===== src/rtl/seq_alu_pkg.sv =====
// Shared definitions for the sequential ALU: operation codes and controller states.
package seq_alu_pkg;

    localparam int unsigned ALU_OP_W = 4;

    localparam logic [ALU_OP_W-1:0] ALU_CS_ADD      = 4'd0;
    localparam logic [ALU_OP_W-1:0] ALU_CS_ADDC     = 4'd1;
    localparam logic [ALU_OP_W-1:0] ALU_CS_SUB      = 4'd2;
    localparam logic [ALU_OP_W-1:0] ALU_CS_AND      = 4'd3;
    localparam logic [ALU_OP_W-1:0] ALU_CS_OR       = 4'd4;
    localparam logic [ALU_OP_W-1:0] ALU_CS_XOR      = 4'd5;
    localparam logic [ALU_OP_W-1:0] ALU_CS_SHIFT_OP = 4'd6;
    localparam logic [ALU_OP_W-1:0] ALU_CS_NOP      = 4'd7;
    localparam logic [ALU_OP_W-1:0] ALU_CS_MUL      = 4'd8;
    localparam logic [ALU_OP_W-1:0] ALU_CS_DIV      = 4'd9;

    typedef enum logic [1:0] {
        ST_IDLE = 2'd0,
        ST_ITER = 2'd1,
        ST_DONE = 2'd2
    } alu_state_e;

endpackage


===== src/rtl/seq_alu_muldiv.sv =====
// Iterative datapath: shift-add multiply and restoring divide, one step per clock.
module seq_alu_muldiv #(
    parameter int unsigned WIDTH = 8
) (
    input  logic             i_clk,
    input  logic             i_rst,
    input  logic             i_load,
    input  logic             i_is_div,
    input  logic [WIDTH-1:0] i_a,
    input  logic [WIDTH-1:0] i_b,
    output logic             o_last,
    output logic             o_is_div,
    output logic [WIDTH-1:0] o_res_lo,
    output logic [WIDTH-1:0] o_res_hi
);

    localparam int unsigned CW = $clog2(WIDTH + 1);

    logic [WIDTH-1:0] hi_q, hi_d, lo_q, lo_d, opnd_q, opnd_d;
    logic [CW-1:0]    cnt_q, cnt_d;
    logic             is_div_q, is_div_d;

    logic [WIDTH:0]   mul_sum, div_shift, div_trial;
    logic [WIDTH-1:0] step_hi, step_lo;

    // lo holds the multiplier (mul) or the dividend/quotient (div); hi is the
    // partial product or the running remainder; opnd is multiplicand or divisor.
    always_comb begin
        mul_sum   = {1'b0, hi_q} + (lo_q[0] ? {1'b0, opnd_q} : '0);
        div_shift = {hi_q, lo_q[WIDTH-1]};
        div_trial = div_shift - {1'b0, opnd_q};
        if (is_div_q) begin
            if (div_trial[WIDTH]) begin
                step_hi = div_shift[WIDTH-1:0];
                step_lo = {lo_q[WIDTH-2:0], 1'b0};
            end else begin
                step_hi = div_trial[WIDTH-1:0];
                step_lo = {lo_q[WIDTH-2:0], 1'b1};
            end
        end else begin
            step_hi = mul_sum[WIDTH:1];
            step_lo = {mul_sum[0], lo_q[WIDTH-1:1]};
        end
    end

    always_comb begin
        hi_d     = hi_q;
        lo_d     = lo_q;
        opnd_d   = opnd_q;
        cnt_d    = cnt_q;
        is_div_d = is_div_q;
        if (i_load) begin
            hi_d     = '0;
            lo_d     = i_is_div ? i_a : i_b;
            opnd_d   = i_is_div ? i_b : i_a;
            cnt_d    = CW'(WIDTH);
            is_div_d = i_is_div;
        end else if (cnt_q != '0) begin
            hi_d  = step_hi;
            lo_d  = step_lo;
            cnt_d = cnt_q - CW'(1);
        end
    end

    always_ff @(posedge i_clk or posedge i_rst) begin
        if (i_rst) begin
            hi_q     <= '0;
            lo_q     <= '0;
            opnd_q   <= '0;
            cnt_q    <= '0;
            is_div_q <= 1'b0;
        end else begin
            hi_q     <= hi_d;
            lo_q     <= lo_d;
            opnd_q   <= opnd_d;
            cnt_q    <= cnt_d;
            is_div_q <= is_div_d;
        end
    end

    // Results of the step in progress, so the caller can capture the final one.
    assign o_last   = (cnt_q == CW'(1));
    assign o_is_div = is_div_q;
    assign o_res_lo = step_lo;
    assign o_res_hi = step_hi;

endmodule


===== src/rtl/seq_alu.sv =====
// Sequential ALU: single-cycle arithmetic/logic ops plus iterative MUL/DIV.
module seq_alu
    import seq_alu_pkg::*;
#(
    parameter int unsigned WIDTH = 8,
    parameter int unsigned OP_W  = ALU_OP_W
) (
    input  logic             i_clk,
    input  logic             i_rst,
    input  logic             i_start,
    input  logic [OP_W-1:0]  i_operation,
    input  logic [WIDTH-1:0] i_src1,
    input  logic [WIDTH-1:0] i_src2,
    input  logic             i_srcC,
    input  logic             i_srcAc,
    output logic             o_busy,
    output logic             o_done,
    output logic [WIDTH-1:0] o_des1,
    output logic [WIDTH-1:0] o_des2,
    output logic             o_desC,
    output logic             o_desAc,
    output logic             o_desOv
);

    alu_state_e       state_q, state_d;
    logic [WIDTH-1:0] des1_q, des1_d, des2_q, des2_d;
    logic             c_q, c_d, ac_q, ac_d, ov_q, ov_d;

    logic             is_sub, cin, start_iter, op_div, md_load;
    logic [WIDTH-1:0] addend;
    logic [WIDTH:0]   sum_full;
    logic [WIDTH-1:0] alu_lo, alu_hi;
    logic             alu_c, alu_ac, alu_ov;
    logic             md_last, md_is_div;
    logic [WIDTH-1:0] md_lo, md_hi;
    logic             unused_srcac;

    assign unused_srcac = i_srcAc;

    assign op_div     = (i_operation == ALU_CS_DIV);
    assign start_iter = (i_operation == ALU_CS_MUL) || (op_div && (i_src2 != '0));

    // SUB runs as A + ~B + ~C; inverting the raw carries turns them into borrows.
    // Internal carries are recovered from sum ^ a ^ b at the bit above.
    always_comb begin
        is_sub = (i_operation == ALU_CS_SUB);
        addend = is_sub ? ~i_src2 : i_src2;
        cin    = 1'b0;
        if (i_operation == ALU_CS_ADDC) cin = i_srcC;
        if (is_sub)                     cin = ~i_srcC;
        sum_full = {1'b0, i_src1} + {1'b0, addend} + {{WIDTH{1'b0}}, cin};

        alu_lo = i_src1;
        alu_hi = '0;
        alu_c  = 1'b0;
        alu_ac = 1'b0;
        alu_ov = 1'b0;
        case (i_operation)
            ALU_CS_ADD, ALU_CS_ADDC, ALU_CS_SUB: begin
                alu_lo = sum_full[WIDTH-1:0];
                alu_c  = sum_full[WIDTH] ^ is_sub;
                alu_ac = sum_full[4] ^ i_src1[4] ^ addend[4] ^ is_sub;
                alu_ov = sum_full[WIDTH]
                         ^ (sum_full[WIDTH-1] ^ i_src1[WIDTH-1] ^ addend[WIDTH-1]);
            end
            ALU_CS_AND:      alu_lo = i_src1 & i_src2;
            ALU_CS_OR:       alu_lo = i_src1 | i_src2;
            ALU_CS_XOR:      alu_lo = i_src1 ^ i_src2;
            ALU_CS_SHIFT_OP: alu_lo = i_src2;
            ALU_CS_DIV: begin
                alu_lo = '1;
                alu_hi = i_src1;
                alu_ov = 1'b1;
            end
            default: ;
        endcase
    end

    seq_alu_muldiv #(
        .WIDTH (WIDTH)
    ) u_muldiv (
        .i_clk    (i_clk),
        .i_rst    (i_rst),
        .i_load   (md_load),
        .i_is_div (op_div),
        .i_a      (i_src1),
        .i_b      (i_src2),
        .o_last   (md_last),
        .o_is_div (md_is_div),
        .o_res_lo (md_lo),
        .o_res_hi (md_hi)
    );

    always_comb begin
        state_d = state_q;
        md_load = 1'b0;
        des1_d  = des1_q;
        des2_d  = des2_q;
        c_d     = c_q;
        ac_d    = ac_q;
        ov_d    = ov_q;
        case (state_q)
            ST_IDLE, ST_DONE: begin
                if (i_start) begin
                    if (start_iter) begin
                        state_d = ST_ITER;
                        md_load = 1'b1;
                    end else begin
                        state_d = ST_DONE;
                        des1_d  = alu_lo;
                        des2_d  = alu_hi;
                        c_d     = alu_c;
                        ac_d    = alu_ac;
                        ov_d    = alu_ov;
                    end
                end else begin
                    state_d = ST_IDLE;
                end
            end
            ST_ITER: begin
                if (md_last) begin
                    state_d = ST_DONE;
                    des1_d  = md_lo;
                    des2_d  = md_hi;
                    c_d     = 1'b0;
                    ac_d    = 1'b0;
                    ov_d    = ~md_is_div & (md_hi != '0);
                end
            end
            default: state_d = ST_IDLE;
        endcase
    end

    always_ff @(posedge i_clk or posedge i_rst) begin
        if (i_rst) begin
            state_q <= ST_IDLE;
            des1_q  <= '0;
            des2_q  <= '0;
            c_q     <= 1'b0;
            ac_q    <= 1'b0;
            ov_q    <= 1'b0;
        end else begin
            state_q <= state_d;
            des1_q  <= des1_d;
            des2_q  <= des2_d;
            c_q     <= c_d;
            ac_q    <= ac_d;
            ov_q    <= ov_d;
        end
    end

    assign o_busy  = (state_q == ST_ITER);
    assign o_done  = (state_q == ST_DONE);
    assign o_des1  = des1_q;
    assign o_des2  = des2_q;
    assign o_desC  = c_q;
    assign o_desAc = ac_q;
    assign o_desOv = ov_q;

endmodule


===== config.mk =====
export PLATFORM = sky130hd
export DESIGN_NAME = seq_alu
export DESIGN_NICKNAME = d
export VERILOG_FILES = /design/src/rtl/seq_alu_pkg.sv /design/src/rtl/seq_alu_muldiv.sv /design/src/rtl/seq_alu.sv
export SDC_FILE = /design/constraint.sdc
export NUM_CORES = 1
export LEC_CHECK = 0
export BUFFER_PORTS_ARGS = -buffer_cell sky130_fd_sc_hd__clkbuf_2
export CORE_MARGIN = 2
export CORE_UTILIZATION = 30
export CTS_CLUSTER_SIZE = 16
export DETAILED_ROUTE_END_ITERATION = 16
export PLACE_DENSITY = 0.52
export SYNTH_ARGS = -nofsm -noshare
export SYNTH_HDL_FRONTEND = slang
export SYNTH_HIERARCHICAL = 1
export SYNTH_SLANG_ARGS = --single-unit

===== constraint.sdc =====
create_clock -name i_clk -period 4.5 [get_ports i_clk]
set_input_delay 0.45 -clock i_clk [delete_from_list [all_inputs] [get_ports i_clk]]
set_output_delay 0.45 -clock i_clk [all_outputs]
set_load 0.01 [all_outputs]

==> impl_results.md <==
- Most frequent cells in the layout: nor2_1 (53), dfrtp_1 (50), nand2_1 (48)
- Synth Area in XOR/XNOR: under 10%
- Ys Warns: 6
- Routed via count: 4288
- I/O pin total: 46
- P&R area growth vs syn: 11.7%
- Bufs on Longest Clock Path: 2
- Share of layout cells above drive strength 1: 15.3%
- R2r setup slk: 0.48 ns
- CTS Hold Bufs: 0
- Core area: around 15000 um^2
- Net count, final: 669
- Initial DRT Pass Iterations: 5
- Area after DPL: 5120 um^2
- Post-DR vias/cell: 5.29
- Post-route clock skew: 0.00448 ns
- WL/cell: about 17 um
- Yosys top cell by area: dfrtp_1
- Compound-cell area share of the yosys netlist: 24.9%
- Antenna-violating nets left: 0
- Worst slew pin tran: 0.772 ns
- Most used cell, CP: inv_1
- PD cells: between 500 and 600 nW/um^2
- Reg2reg path depth: 16
- Hold Vio Cnt, Final: 0
- DR iter-0 viols: 352
- Die area: 16700 um^2
- Unique masters post-synth: a little under 70
- CTS H-tree lvls: 2
- Crit-path max cell delay: 0.52 ns
- Final instance area: 5270 um^2
- Setup Viol. Count Final: 0
- Worst Path Buf+Inv: 3
- Crit Path Class: reg -> reg
- Critical path capture point type: flop
- Setup TNS: 0 ns
- Die H: 129 um
- Number of enable flip-flop cells after synthesis: 0
- Clock Latency Late Sink: 0.29 ns
- Die width: 129 um
- DRT Wirelength: 13600 um
- Dpl hpwl: 10600 um
- Final RePlAce weighted congestion: 0.878
- Final period utilization: between 80 and 90%
- RSZ-0062 raised after global routing: false
- Hold crit path type: in -> async
- Post-synth ARST share: between 90% and 100%
- Max-Cap Viols: 0
- P_leak: 0.00234 uW
- Post-synthesis mux area share: 7.19%
- First-pass GRT wire length: 22100 um
- CP cell instances: inv_1 > ha_1 > inv_1 > fa_1 > a211oi_4 > nor3_1 > a2111o_1 > and2_1 > a311oi_2 > inv_1 > nor4_1 > a21oi_1 > nor2_1 > nor3_1 > a21oi_1 > o21ai_1
- Initial Util: 30.9%
- Final core utilization: 34.5%
- Post-CTS Setup Inserts: 0
- Post-Syn Instances: 568
- Outcome: finished, final reports clean
- Seq cells post-synth: 50
- Crit-path leading delay family: compound AO/OA/AOI/OAI gates
- Fmax achieved: 249 MHz
- CTS Buf Count: 5
- Post-Synth Simple-Gate Area: 17.6%
- Port Buffers: 44
- Synth area leaders: dfrtp_1 (27%), ha_1 (11%), a21oi_1 (4.8%)
- Min Tclk post-route: about 4 ns
- Primary FF master, synth: dfrtp_1
- Largest family of logic cells by synthesized area: compound AO/OA/AOI/OAI gates
- Most common cell after layout, fill and taps aside: nor2_1
- Post-cts sizing count: 0
- Synth Area in Adders: 12.6%
- Seq/Total Area, Yosys: 26.5%
- Root Buffer: clkbuf_16
- DRC viols: 0
- Startpoint types: flop
- Slowest CP cell: a2111o_1
- Vias in the first global route: roughly 4200
- Mapped cell area: 4720 um^2
- Clk sinks: 50
- Setup ws final: approximately 0.48 ns
- Synth Area per Inst: 8.31 um^2
- Total gr overflow: 0
- Post-synth net total: roughly 640
- Place WS: ~0.56 ns
- Tot GR Track Use: ~17%
- RR Endpoint: o_desOv
- Number of antenna violations at the first check in global routing: 0
- Arr. time, crit path: approximately 4.2 ns
- CTS tree: built
- Clock-pin slew on the worst setup and hold paths: 0.07 ns
- Worst path required time: 4.68 ns
- Peak supply drop: between 200 and 250 uV
- Max-slew violations: 0
- Diode count: 0
- Reg-to-Reg Start: u_muldiv/lo_q[7]
- Maximum number of pins on one net before global-route repair: 30
- Max FO, Critical Path: 8
- Slew HR: 48.5%
- Yosys top cell area share: 26.5%
- Rows: between 40 and 50
==> how the worst max path moves through the flow <==
stage                           from  endpoint  slack [ns]  cells past startpoint
finish              u_muldiv/lo_q[7]   o_desOv        0.48                     16
global route        u_muldiv/lo_q[7]   o_desOv        0.25                     16
CTS                 u_muldiv/lo_q[7]   o_desOv        0.53                     16
detailed placement  u_muldiv/lo_q[7]   o_desOv        0.56                     16
global placement    u_muldiv/lo_q[7]   o_desOv        0.63                     15
floorplan           u_muldiv/lo_q[7]   o_desOv        1.22                     17
==> worst min-delay path, cell delays in order <==
cell and delay (ns):
clkbuf_2 0.09, inv_1 0.04, buf_4 0.36
==> metal layers <==
metal,share of wire (%),global-route usage [%],vias to the layer above
li1,-,-,2094
met5,0,0,-
met4,2.5,6.14,0
met1,49,23.6,2038
met2,44,25.4,132
met3,4.9,2.93,24
==> power breakdown <==
part	switching, uW	internal [uW]
Combinational	1040	768
Sequential	160	615
Clock	183	212
Total	1390	1600
==> state kept, by name (all words and copies together), names as in the netlist <==
register	count
o_desC	1
u_muldiv/o_is_div	1
o_desAc	1
u_muldiv/opnd_q	8
u_muldiv/lo_q	8
u_muldiv/hi_q	8
u_muldiv/cnt_q	4
state_q	2
o_des2	8
o_desOv	1
o_des1	8
==> cells by family (layout without fill, tap and decap cells) <==
family,Yosys count,after routing
and+or+nand+nor,173,173
adders and majority gates,45,45
xor gates and xnor gates,27,27
muxes,32,32
DFF,50,50
buffers and inverters,66,98
AOI/OAI and AO/OA,175,175
==> layout make-up <==
| type | count | area [um^2] |
|---|---|---|
| Timing Repair Buffer | 52 | 280 |
| Fill cell | 1627 | 9990 |
| Clock inverter | 3 | 28.8 |
| Tap cell | 211 | 264 |
| Multi-Input combinational cell | 452 | 3180 |
| Clock buffer | 5 | 125 |
| Inverter | 38 | 143 |
| Sequential cell | 50 | 1250 |
==> cells in the mapped netlist, types with 2 or more instances <==
cell type and number:
ha_1 41, o21a_1 6, nor4_1 2, nand3_1 14, nor2b_1 8, a311oi_1 2
a22o_1 5, clkbuf_1 11, mux2_2 15, o31ai_1 3, clkinv_1 2, a21oi_1 45
nor2_1 53, nand2b_1 12, o221ai_1 2, xnor2_1 17, a21boi_0 2, o21ai_0 39
o21bai_1 4, o22ai_1 2, a21o_1 4, a221oi_1 5, a211oi_2 2, o32ai_1 5
mux2i_1 17, fa_1 4, nor3_1 10, o21ai_1 4, a211oi_1 6, inv_1 35
a211o_1 3, nand3b_1 3, dfrtp_1 50, and2_1 12, o211ai_1 7, a31oi_1 10
buf_4 4, nand2_1 48, a22oi_1 3, buf_6 2, or3_1 2, buf_2 11
xor2_1 10
==> stage by stage <==
stage | total power [uW] | hold slack, ns | instances
3_3_place_gp | 2530 | 0.473 | 803
3_5_place_dp | 2580 | 0.480 | 803
4_1_cts | 2980 | 0.237 | 811
5_1_grt | 3240 | 0.265 | 811
2_1_floorplan | 2140 | 0.427 | 568
6_report | 2980 | 0.230 | 811
No activity file was read; power rests on OpenSTA's default activity.
